$ cat src/rtl/adf4158_pkg.sv
// Shared types and constants for the ADF4158 configuration controller.
package adf4158_pkg;

    localparam int NUM_REGS  = 8;
    localparam int WORD_W    = 32;
    localparam int SHIFT_CYC = 2;
    localparam int LATCH_CYC = 2;
    localparam int GAP_CYC   = 2;

    // Clock cycles spent on one register word: serial bits, latch pulse, gap.
    localparam int CYC_PER_WORD = WORD_W * SHIFT_CYC + LATCH_CYC + GAP_CYC;

    typedef enum logic [2:0] {
        IDLE,
        CE_WAIT,
        SHIFT,
        LATCH,
        GAP,
        LOCK_WAIT,
        DONE
    } state_e;

    typedef enum logic [1:0] {
        SPI_IDLE,
        SPI_SHIFT,
        SPI_LATCH,
        SPI_GAP
    } spi_state_e;

    // Select one register word out of the packed register bank (index 0 = R0).
    function automatic logic [WORD_W-1:0] pick_word(
        input logic [NUM_REGS-1:0][WORD_W-1:0] regs,
        input logic [2:0]                      idx
    );
        return regs[idx];
    endfunction

endpackage

$ cat src/rtl/adf4158_spi_tx.sv
// 32-bit MSB-first serializer for the ADF4158 three-wire interface.
// Each bit uses two clocks (sclk low with data, then sclk high), followed by
// a two-cycle LE pulse and a two-cycle quiet gap. A new word may be loaded in
// the final gap cycle so consecutive words run back to back.
module adf4158_spi_tx
    import adf4158_pkg::*;
(
    input  logic              clk_i,
    input  logic              rst_i,
    input  logic              clr_i,
    input  logic              load_i,
    input  logic [WORD_W-1:0] word_i,
    output logic              busy_o,
    output logic              shift_last_o,
    output logic              latch_last_o,
    output logic              gap_last_o,
    output logic              sclk_o,
    output logic              data_o,
    output logic              le_o
);

    localparam logic [1:0] LATCH_LAST = 2'(LATCH_CYC - 1);
    localparam logic [1:0] GAP_LAST   = 2'(GAP_CYC - 1);
    localparam logic [4:0] BIT_MSB    = 5'(WORD_W - 1);

    spi_state_e        st_q, st_d;
    logic [WORD_W-1:0] sreg_q, sreg_d;
    logic [4:0]        bit_q, bit_d;
    logic              ph_q, ph_d;      // 0: sclk-low half, 1: sclk-high half
    logic [1:0]        cnt_q, cnt_d;
    logic              sclk_q, sclk_d;
    logic              data_q, data_d;
    logic              le_q, le_d;

    assign busy_o       = (st_q != SPI_IDLE);
    assign shift_last_o = (st_q == SPI_SHIFT) && ph_q && (bit_q == 5'd0);
    assign latch_last_o = (st_q == SPI_LATCH) && (cnt_q == LATCH_LAST);
    assign gap_last_o   = (st_q == SPI_GAP) && (cnt_q == GAP_LAST);

    assign sclk_o = sclk_q;
    assign data_o = data_q;
    assign le_o   = le_q;

    // Next-state logic for the bit/latch/gap sequencer and its registered pins.
    always_comb begin
        st_d   = st_q;
        sreg_d = sreg_q;
        bit_d  = bit_q;
        ph_d   = ph_q;
        cnt_d  = cnt_q;
        sclk_d = sclk_q;
        data_d = data_q;
        le_d   = le_q;
        case (st_q)
            SPI_IDLE: begin
                sclk_d = 1'b0;
                data_d = 1'b0;
                le_d   = 1'b0;
            end
            SPI_SHIFT: begin
                if (!ph_q) begin
                    sclk_d = 1'b1;
                    ph_d   = 1'b1;
                end else if (bit_q == 5'd0) begin
                    st_d   = SPI_LATCH;
                    sclk_d = 1'b0;
                    data_d = 1'b0;
                    le_d   = 1'b1;
                    cnt_d  = 2'd0;
                end else begin
                    sclk_d = 1'b0;
                    ph_d   = 1'b0;
                    bit_d  = bit_q - 5'd1;
                    sreg_d = sreg_q << 1;
                    data_d = sreg_q[WORD_W-2];
                end
            end
            SPI_LATCH: begin
                if (cnt_q == LATCH_LAST) begin
                    st_d  = SPI_GAP;
                    le_d  = 1'b0;
                    cnt_d = 2'd0;
                end else begin
                    cnt_d = cnt_q + 2'd1;
                end
            end
            SPI_GAP: begin
                if (cnt_q == GAP_LAST) begin
                    st_d  = SPI_IDLE;
                    cnt_d = 2'd0;
                end else begin
                    cnt_d = cnt_q + 2'd1;
                end
            end
            default: st_d = SPI_IDLE;
        endcase
        // A load starts the first sclk-low half with the MSB already on data.
        if (load_i && ((st_q == SPI_IDLE) || gap_last_o)) begin
            st_d   = SPI_SHIFT;
            sreg_d = word_i;
            bit_d  = BIT_MSB;
            ph_d   = 1'b0;
            cnt_d  = 2'd0;
            sclk_d = 1'b0;
            data_d = word_i[WORD_W-1];
            le_d   = 1'b0;
        end
    end

    // State and output registers; reset or abort returns everything to idle.
    always_ff @(posedge clk_i) begin
        if (rst_i || clr_i) begin
            st_q   <= SPI_IDLE;
            sreg_q <= '0;
            bit_q  <= '0;
            ph_q   <= 1'b0;
            cnt_q  <= '0;
            sclk_q <= 1'b0;
            data_q <= 1'b0;
            le_q   <= 1'b0;
        end else begin
            st_q   <= st_d;
            sreg_q <= sreg_d;
            bit_q  <= bit_d;
            ph_q   <= ph_d;
            cnt_q  <= cnt_d;
            sclk_q <= sclk_d;
            data_q <= data_d;
            le_q   <= le_d;
        end
    end

endmodule

$ cat src/rtl/adf4158.sv
// ADF4158 configuration controller: powers the chip up, writes R7..R0 over
// the serial interface, then waits for a stable digital lock indication on
// MUXOUT before reporting config_done.
module adf4158
    import adf4158_pkg::*;
#(
    parameter logic [31:0] R0          = 32'h0000_0000,
    parameter logic [31:0] R1          = 32'h0000_0001,
    parameter logic [31:0] R2          = 32'h0000_0002,
    parameter logic [31:0] R3          = 32'h0000_0003,
    parameter logic [31:0] R4          = 32'h0000_0004,
    parameter logic [31:0] R5          = 32'h0000_0005,
    parameter logic [31:0] R6          = 32'h0000_0006,
    parameter logic [31:0] R7          = 32'h0000_0007,
    parameter int          CE_SETTLE   = 16,
    parameter int          LOCK_CYCLES = 64
) (
    input  logic clk,
    input  logic rst,
    input  logic enable,
    input  logic muxout,
    output logic ce,
    output logic le,
    output logic sclk,
    output logic data,
    output logic txdata,
    output logic config_done
);

    localparam logic [NUM_REGS-1:0][WORD_W-1:0] REGS = {R7, R6, R5, R4, R3, R2, R1, R0};
    localparam logic [15:0] CE_LAST   = 16'(CE_SETTLE - 1);
    localparam logic [15:0] LOCK_FULL = 16'(LOCK_CYCLES);

    state_e      state_q;
    logic [15:0] ce_cnt_q;
    logic [2:0]  reg_idx_q;
    logic [15:0] lock_cnt_q;
    logic        sync1_q, sync2_q;
    logic        ce_q;
    logic        done_q;

    logic              spi_load;
    logic [2:0]        load_idx;
    logic [WORD_W-1:0] spi_word;
    logic              spi_busy;
    logic              spi_shift_last;
    logic              spi_latch_last;
    logic              spi_gap_last;

    // The first word loads once the serializer is idle in SHIFT; every later
    // word loads in the previous word's last gap cycle to keep 68-cycle pacing.
    assign spi_load = enable &&
                      (((state_q == SHIFT) && !spi_busy) ||
                       ((state_q == GAP) && spi_gap_last && (reg_idx_q != 3'd0)));
    assign load_idx = (state_q == GAP) ? (reg_idx_q - 3'd1) : reg_idx_q;
    assign spi_word = pick_word(REGS, load_idx);

    adf4158_spi_tx u_spi_tx (
        .clk_i        (clk),
        .rst_i        (rst),
        .clr_i        (!enable),
        .load_i       (spi_load),
        .word_i       (spi_word),
        .busy_o       (spi_busy),
        .shift_last_o (spi_shift_last),
        .latch_last_o (spi_latch_last),
        .gap_last_o   (spi_gap_last),
        .sclk_o       (sclk),
        .data_o       (data),
        .le_o         (le)
    );

    assign ce          = ce_q;
    assign config_done = done_q;
    assign txdata      = 1'b0;   // ramp free-runs from the R3 setting

    // MUXOUT synchronizer, armed only after programming so that a lock
    // indication left over from an earlier configuration is never counted.
    always_ff @(posedge clk) begin
        if (rst || !((state_q == LOCK_WAIT) || (state_q == DONE))) begin
            sync1_q <= 1'b0;
            sync2_q <= 1'b0;
        end else begin
            sync1_q <= muxout;
            sync2_q <= sync1_q;
        end
    end

    // Configuration sequencer: power-up settle, register writes, lock wait.
    always_ff @(posedge clk) begin
        if (rst || !enable) begin
            state_q    <= IDLE;
            ce_cnt_q   <= '0;
            reg_idx_q  <= '0;
            lock_cnt_q <= '0;
            ce_q       <= 1'b0;
            done_q     <= 1'b0;
        end else begin
            case (state_q)
                IDLE: begin
                    state_q  <= CE_WAIT;
                    ce_q     <= 1'b1;
                    ce_cnt_q <= '0;
                end
                CE_WAIT: begin
                    if (ce_cnt_q == CE_LAST) begin
                        state_q   <= SHIFT;
                        reg_idx_q <= 3'(NUM_REGS - 1);
                    end else begin
                        ce_cnt_q <= ce_cnt_q + 16'd1;
                    end
                end
                SHIFT: begin
                    if (spi_shift_last) state_q <= LATCH;
                end
                LATCH: begin
                    if (spi_latch_last) state_q <= GAP;
                end
                GAP: begin
                    if (spi_gap_last) begin
                        if (reg_idx_q == 3'd0) begin
                            state_q    <= LOCK_WAIT;
                            lock_cnt_q <= '0;
                        end else begin
                            state_q   <= SHIFT;
                            reg_idx_q <= reg_idx_q - 3'd1;
                        end
                    end
                end
                LOCK_WAIT: begin
                    if (lock_cnt_q == LOCK_FULL) begin
                        state_q <= DONE;
                        done_q  <= 1'b1;
                    end else if (sync2_q) begin
                        lock_cnt_q <= lock_cnt_q + 16'd1;
                    end else begin
                        lock_cnt_q <= '0;
                    end
                end
                DONE: begin
                    done_q <= 1'b1;
                end
                default: begin
                    state_q <= IDLE;
                    ce_q    <= 1'b0;
                    done_q  <= 1'b0;
                end
            endcase
        end
    end

endmodule

$ cat config.mk
export PLATFORM = sky130hd
export DESIGN_NAME = adf4158
export DESIGN_NICKNAME = d
export VERILOG_FILES = /design/src/rtl/adf4158_pkg.sv /design/src/rtl/adf4158_spi_tx.sv /design/src/rtl/adf4158.sv
export SDC_FILE = /design/constraint.sdc
export NUM_CORES = 1
export LEC_CHECK = 0
export BUFFER_PORTS_ARGS = -buffer_cell sky130_fd_sc_hd__buf_2
export CAP_MARGIN = 15
export CORE_ASPECT_RATIO = 1.5
export CORE_UTILIZATION = 60
export CTS_CLUSTER_DIAMETER = 60
export DETAILED_ROUTE_END_ITERATION = 10
export PLACE_DENSITY = 0.79
export RECOVER_POWER = 50
export SLEW_MARGIN = 20
export SYNTH_ARGS = -nofsm -noshare
export SYNTH_HDL_FRONTEND = slang
export SYNTH_SLANG_ARGS = --single-unit
export TNS_END_PERCENT = 50
$ cat constraint.sdc
create_clock -name clk -period 2.45 [get_ports clk]
set_input_delay 0.3675 -clock clk [delete_from_list [all_inputs] [get_ports clk]]
set_output_delay 0.3675 -clock clk [all_outputs]
set_load 0.05 [all_outputs]
Word level (Yosys, flattened, before mapping)
Memory sizes are Yosys's and may differ from the RTL's.
Cells that the tools add are included.
W data, S select, Z words.
{"block": "op_classes", "n_addsub": 5, "magnitude_cmp": 1, "eq_ne": 30, "mux": 53, "n_bitwise": 2, "n_reduce_logical": 49}
{"operator": "$mux W31", "count": 4}
{"operator": "$mux W16", "count": 5}
{"operator": "$pmux W16 S2", "count": 2}
{"operator": "$add A16 B1 Y16 const B", "count": 2}
{"operator": "$mux W32", "count": 1}
{"operator": "$mux W3", "count": 10}
{"operator": "$ne A2 B2 Y1 const B", "count": 11}
{"operator": "$pmux W3 S7", "count": 1}
{"operator": "$mux W5", "count": 4}
{"operator": "$eq A16 B4 Y1 const B", "count": 1}
{"operator": "$eq A16 B7 Y1 const B", "count": 1}
{"operator": "$reduce_bool A2 Y1", "count": 8}
{"operator": "$mux W2", "count": 7}
{"operator": "$reduce_and A4 Y1", "count": 3}
{"operator": "$reduce_bool A3 Y1", "count": 4}
{"operator": "$mux W1", "count": 11}
{"operator": "$reduce_and A5 Y1", "count": 2}
{"operator": "$eq A3 B3 Y1 const B", "count": 3}
{"operator": "$logic_and A1 B1 Y1", "count": 9}
{"operator": "$ne A3 B3 Y1 const B", "count": 3}
{"operator": "$eq A3 B2 Y1 const B", "count": 2}
{"operator": "$logic_not A3 Y1", "count": 2}
{"operator": "$ne A2 B1 Y1 const B", "count": 3}
{"operator": "$pmux W1 S2", "count": 3}
{"operator": "24 further kinds", "count": 38}
{"block": "totals", "ff_bits": 86, "rom_bits": 256, "input_bits": 4, "elab_cells": 158, "mem_count": 1}
{"memory": "(no name shown)", "words": 8, "word_bits": 32, "read_ports": 1, "rd_clocked_by_memory_dff": 0, "wr": 0, "line": "adf4158_pkg.sv:35", "source": "return regs[idx];"}

Logic depth before layout (Yosys ltp)
{"block": "depth", "ltp_word": 9, "ltp_mapped": 8, "depth_no_buf": 7}

Hierarchy
From an unflattened synthesis, not the netlist that was laid out.
{"block": "hier_totals", "cells_unflattened": 548, "hier_area_um2": 4300.4}
{"mod": "adf4158", "n_inst": 1, "cells_per_inst": 291, "area_per_inst_um2": 2322.2, "seq_area_each_um2": 840.8}
{"mod": "adf4158_spi_tx", "n_inst": 1, "cells_per_inst": 257, "area_per_inst_um2": 1978.1, "seq_area_each_um2": 880.8}

Least setup slack after synthesis
Ideal clock, no wire load.
{"block": "synth_timing", "path_kind": "reg2reg", "from": "register u_spi_tx.st_q[0]", "to": "register lock_cnt_q[15]", "setup_ns": 0.070, "arrival_ns": 1.867, "t_required_ns": 2.380, "slack_ns": 0.513, "path_stages_with_launch": 7, "n_path_buf": 0, "path_cell_list": "dfxtp_1 > ha_1 > nand3b_4 > o41ai_4 > nand2_4 > or3_1 > a21oi_2"}
{"block": "synth_between", "elab_chain_cells": 4}
{"item": "start: declaration", "line": "adf4158_spi_tx.sv:26", "source": "spi_state_e st_q, st_d;"}
{"item": "start signal: assignment", "line": "adf4158_spi_tx.sv:122", "source": "st_q <= st_d;"}
{"item": "$eq A2 B2 Y1", "line": "adf4158_spi_tx.sv:38", "source": "assign gap_last_o = (st_q == SPI_GAP) && (cnt_q == GAP_LAST);"}
{"item": "$logic_and A1 B1 Y1", "line": "adf4158_spi_tx.sv:38"}
{"item": "$ne A2 B2 Y1 (no line)"}
{"item": "$reduce_and A4 Y1 (no line)"}
{"item": "end signal: assignment", "line": "adf4158.sv:135", "source": "lock_cnt_q <= lock_cnt_q + 16'd1;"}
{"item": "end: declaration", "line": "adf4158.sv:37", "source": "logic [15:0] lock_cnt_q;"}
Every way passes these cells.
A chain may end at the register's enable or synchronous reset.

Worst setup path in the final report
Same ends and word-level chain as after synthesis.

==> metrics.cfg <==
[detailed_routing]
drc = 0
first_iter_violations = 274
totalWireLength_mm = 9.27
ant_nets = 0
vias = 3732
vias_per_cell = 6.16
wl_per_cell_um = 15.3
first_pass_iters = 7

[global_routing]
antenna_found_initial = 0
grt-ovfl-total = 0
grt_pass1_wl_mm = 15.8
grt_max_degree = 35
track_usage_pct = 26.6
grt_pass1_vias = 3590

[worst_setup_path]
required_ns = 2.75
cp-start-kind = flip-flop
critPathLaunch = u_spi_tx.st_q[0]
worst-path-buf-inv = 0
cpMaxStageDelayCell = dfxtp_1
path_class = flip-flop to flip-flop
r2r-start = u_spi_tx.st_q[0]
slowest_delay_ns = 0.43
crit_chain = ha_1, nand3b_4, o41ai_1, nand2_1, or3_1, a21oi_2
crit_fanout = 9
endpoint_kind = flip-flop
crit_family = simple AND/OR/NAND/NOR gates
arrival_ns = 2.54

[sta]
post-route-min-period_ns = 2.24
finalHoldViolations = 0
max_slew_margin_pct = 60.1
finalMaxSlewViolations = 0
clock_skew_ns = 0.00883
timing.final.crit_share_pct = 91.5
grt_setup_unrepaired = false
fin_ws_ns = 0.207
finalSetupTns_ns = 0
tightest_slew_ns = 0.602
setup_viol = 0
fmax_ghz = 0.446
hold_ws_ns = 0.222

[min_path]
hp-class = input pin to flip-flop
holdCritStartpoint = muxout

[place]
dpl_worst_slack_ns = 0.251
gp_congestion = 0.876
hpwl_mm = 6.49
place_inst = 591
place_area_sq_um = 4420
io_buffers = 8

[power_and_ir_drop]
p_total_mw = 2.53
power_density_nw_per_um2 = 556
vdd_drop_max_v = 0.000461
p_leak_nw = 1.54

[synthesis]
yosys_warnings = 0
yosys-top-cells-count = 89 x nand2_1, 86 x dfxtp_1, 66 x a21oi_1
yosys.area.top_type = dfxtp_1
seq_area_frac_synth_pct = 40.3
netlist_area_sq_um = 4270
synth_edf_count = 0
synth-seq-cells = 86
async_flop_share_pct = 0
syn_inst = 517
avgSynthCellArea_sq_um = 8.26
ys_top_cells_by_area = dfxtp_1 40%, nand2_1 7.8%, a21oi_1 7.7%
synth.most_common_cell = nand2_1
synth_nets = 536
synthFlopType = dfxtp_1
synth_top_area_share_pct = 40.3
synthDistinctLibCells = 69

[final_layout]
nNetsFinal = 543
final_cell_area_sq_um = 4550
multi_input_area_sq_um = 2340
drive_gt1_share_pct = 8.71
syn2layout_area_growth_pct = 6.38
stdcell_count = 606
diodes = 0
register_area_sq_um = 1720
nFillCells = 579
fin_util_pct = 66.3

[floorplanning]
die-width_um = 70.9
io_pins = 10
core_sq_um = 6850
die_area_sq_um = 7470
die_h_um = 105
rows = 37
initial_core_util_pct = 62.4

[cts]
clock_sinks = 86
clock_latency_ns = 0.37
ctsHoldBuffers = 0
cts_max_path_buffers = 2
cts_tree = yes
post-cts-setup-buffers = 0
cts_resized = 0
htreeDepth = 3
cts_root_buffer = clkbuf_8
clk_pin_slew_ns = 0.08
cts_buffers = 9

[outcome]
status = finished clean

[flow_run]
max_cap_viol_count = 0

[cells in the final DEF, fill, tap and decap left out, types with 6 or more instances in the layout]
cell type and count:
and3_1 8, a211oi_1 7, nand2_1 90, clkbuf_8 10
dfxtp_1 86, xnor2_1 8, o21ai_0 13, nand4_1 12
nand3_1 15, ha_1 15, a311oi_1 7, clkbuf_1 10
nor2_1 37, buf_4 10, a21oi_1 66, xor2_1 11
nor3_1 8, inv_1 15, nor4_1 6
[flip-flops by register name, summed over array words and instances (netlist names)]
signal / cells
reg_idx_q: 3
lock_cnt_q: 16
u_spi_tx.st_q: 2
u_spi_tx.ph_q: 1
u_spi_tx.sclk_o: 1
u_spi_tx.sreg_q: 31
u_spi_tx.data_o: 1
sync2_q: 1
state_q: 3
ce: 1
ce_cnt_q: 16
u_spi_tx.le_o: 1
sync1_q: 1
u_spi_tx.cnt_q: 2
config_done: 1
u_spi_tx.bit_q: 5
[area by class of cell]
class / count / share of cell area (%)
Inverter: 17 / 1.40
Clock buffer: 11 / 3.11
Sequential cell: 86 / 37.9
Clock inverter: 4 / 1.05
Multi-Input combinational cell: 387 / 51.6
Timing Repair Buffer: 23 / 2.84
Tap cell: 78 / 2.15
[report_power, final]
part / switching (mW) / internal (mW) / total (mW)
registers: 0.00593 / 1.40 / 1.41
clock network: 0.499 / 0.490 / 0.990
logic: 0.0905 / 0.0398 / 0.130
[worst paths after layout]
check / cells past startpoint / endpoint / slack (ns)
min reg2reg: 2 / u_spi_tx.sreg_q[25] / 0.45
max reg2reg: 6 / lock_cnt_q[15] / 0.21
min: 2 / sync1_q / 0.22
max: 6 / lock_cnt_q[15] / 0.21
[kinds of logic after synthesis]
logic type,synth area share (%)
and+or+nand+nor,27.7
AOI/OAI and AO/OA,18.9
DFF,40.3
buffers and inverters,4.22
xor gates and xnor gates,3.89
adders and majority gates,4.39
muxes,0.469
other,0.0878
[routing by layer]
layer / track usage (%) / vias to the layer above / wire, um
met5: 0 / - / 0
met4: 13.6 / 0 / 231
met3: 6.31 / 24 / 297
met2: 46.5 / 75 / 4860
met1: 29.5 / 1779 / 3870
li1: - / 1854 / -
Note: power is estimated with default switching activity, not from simulation.
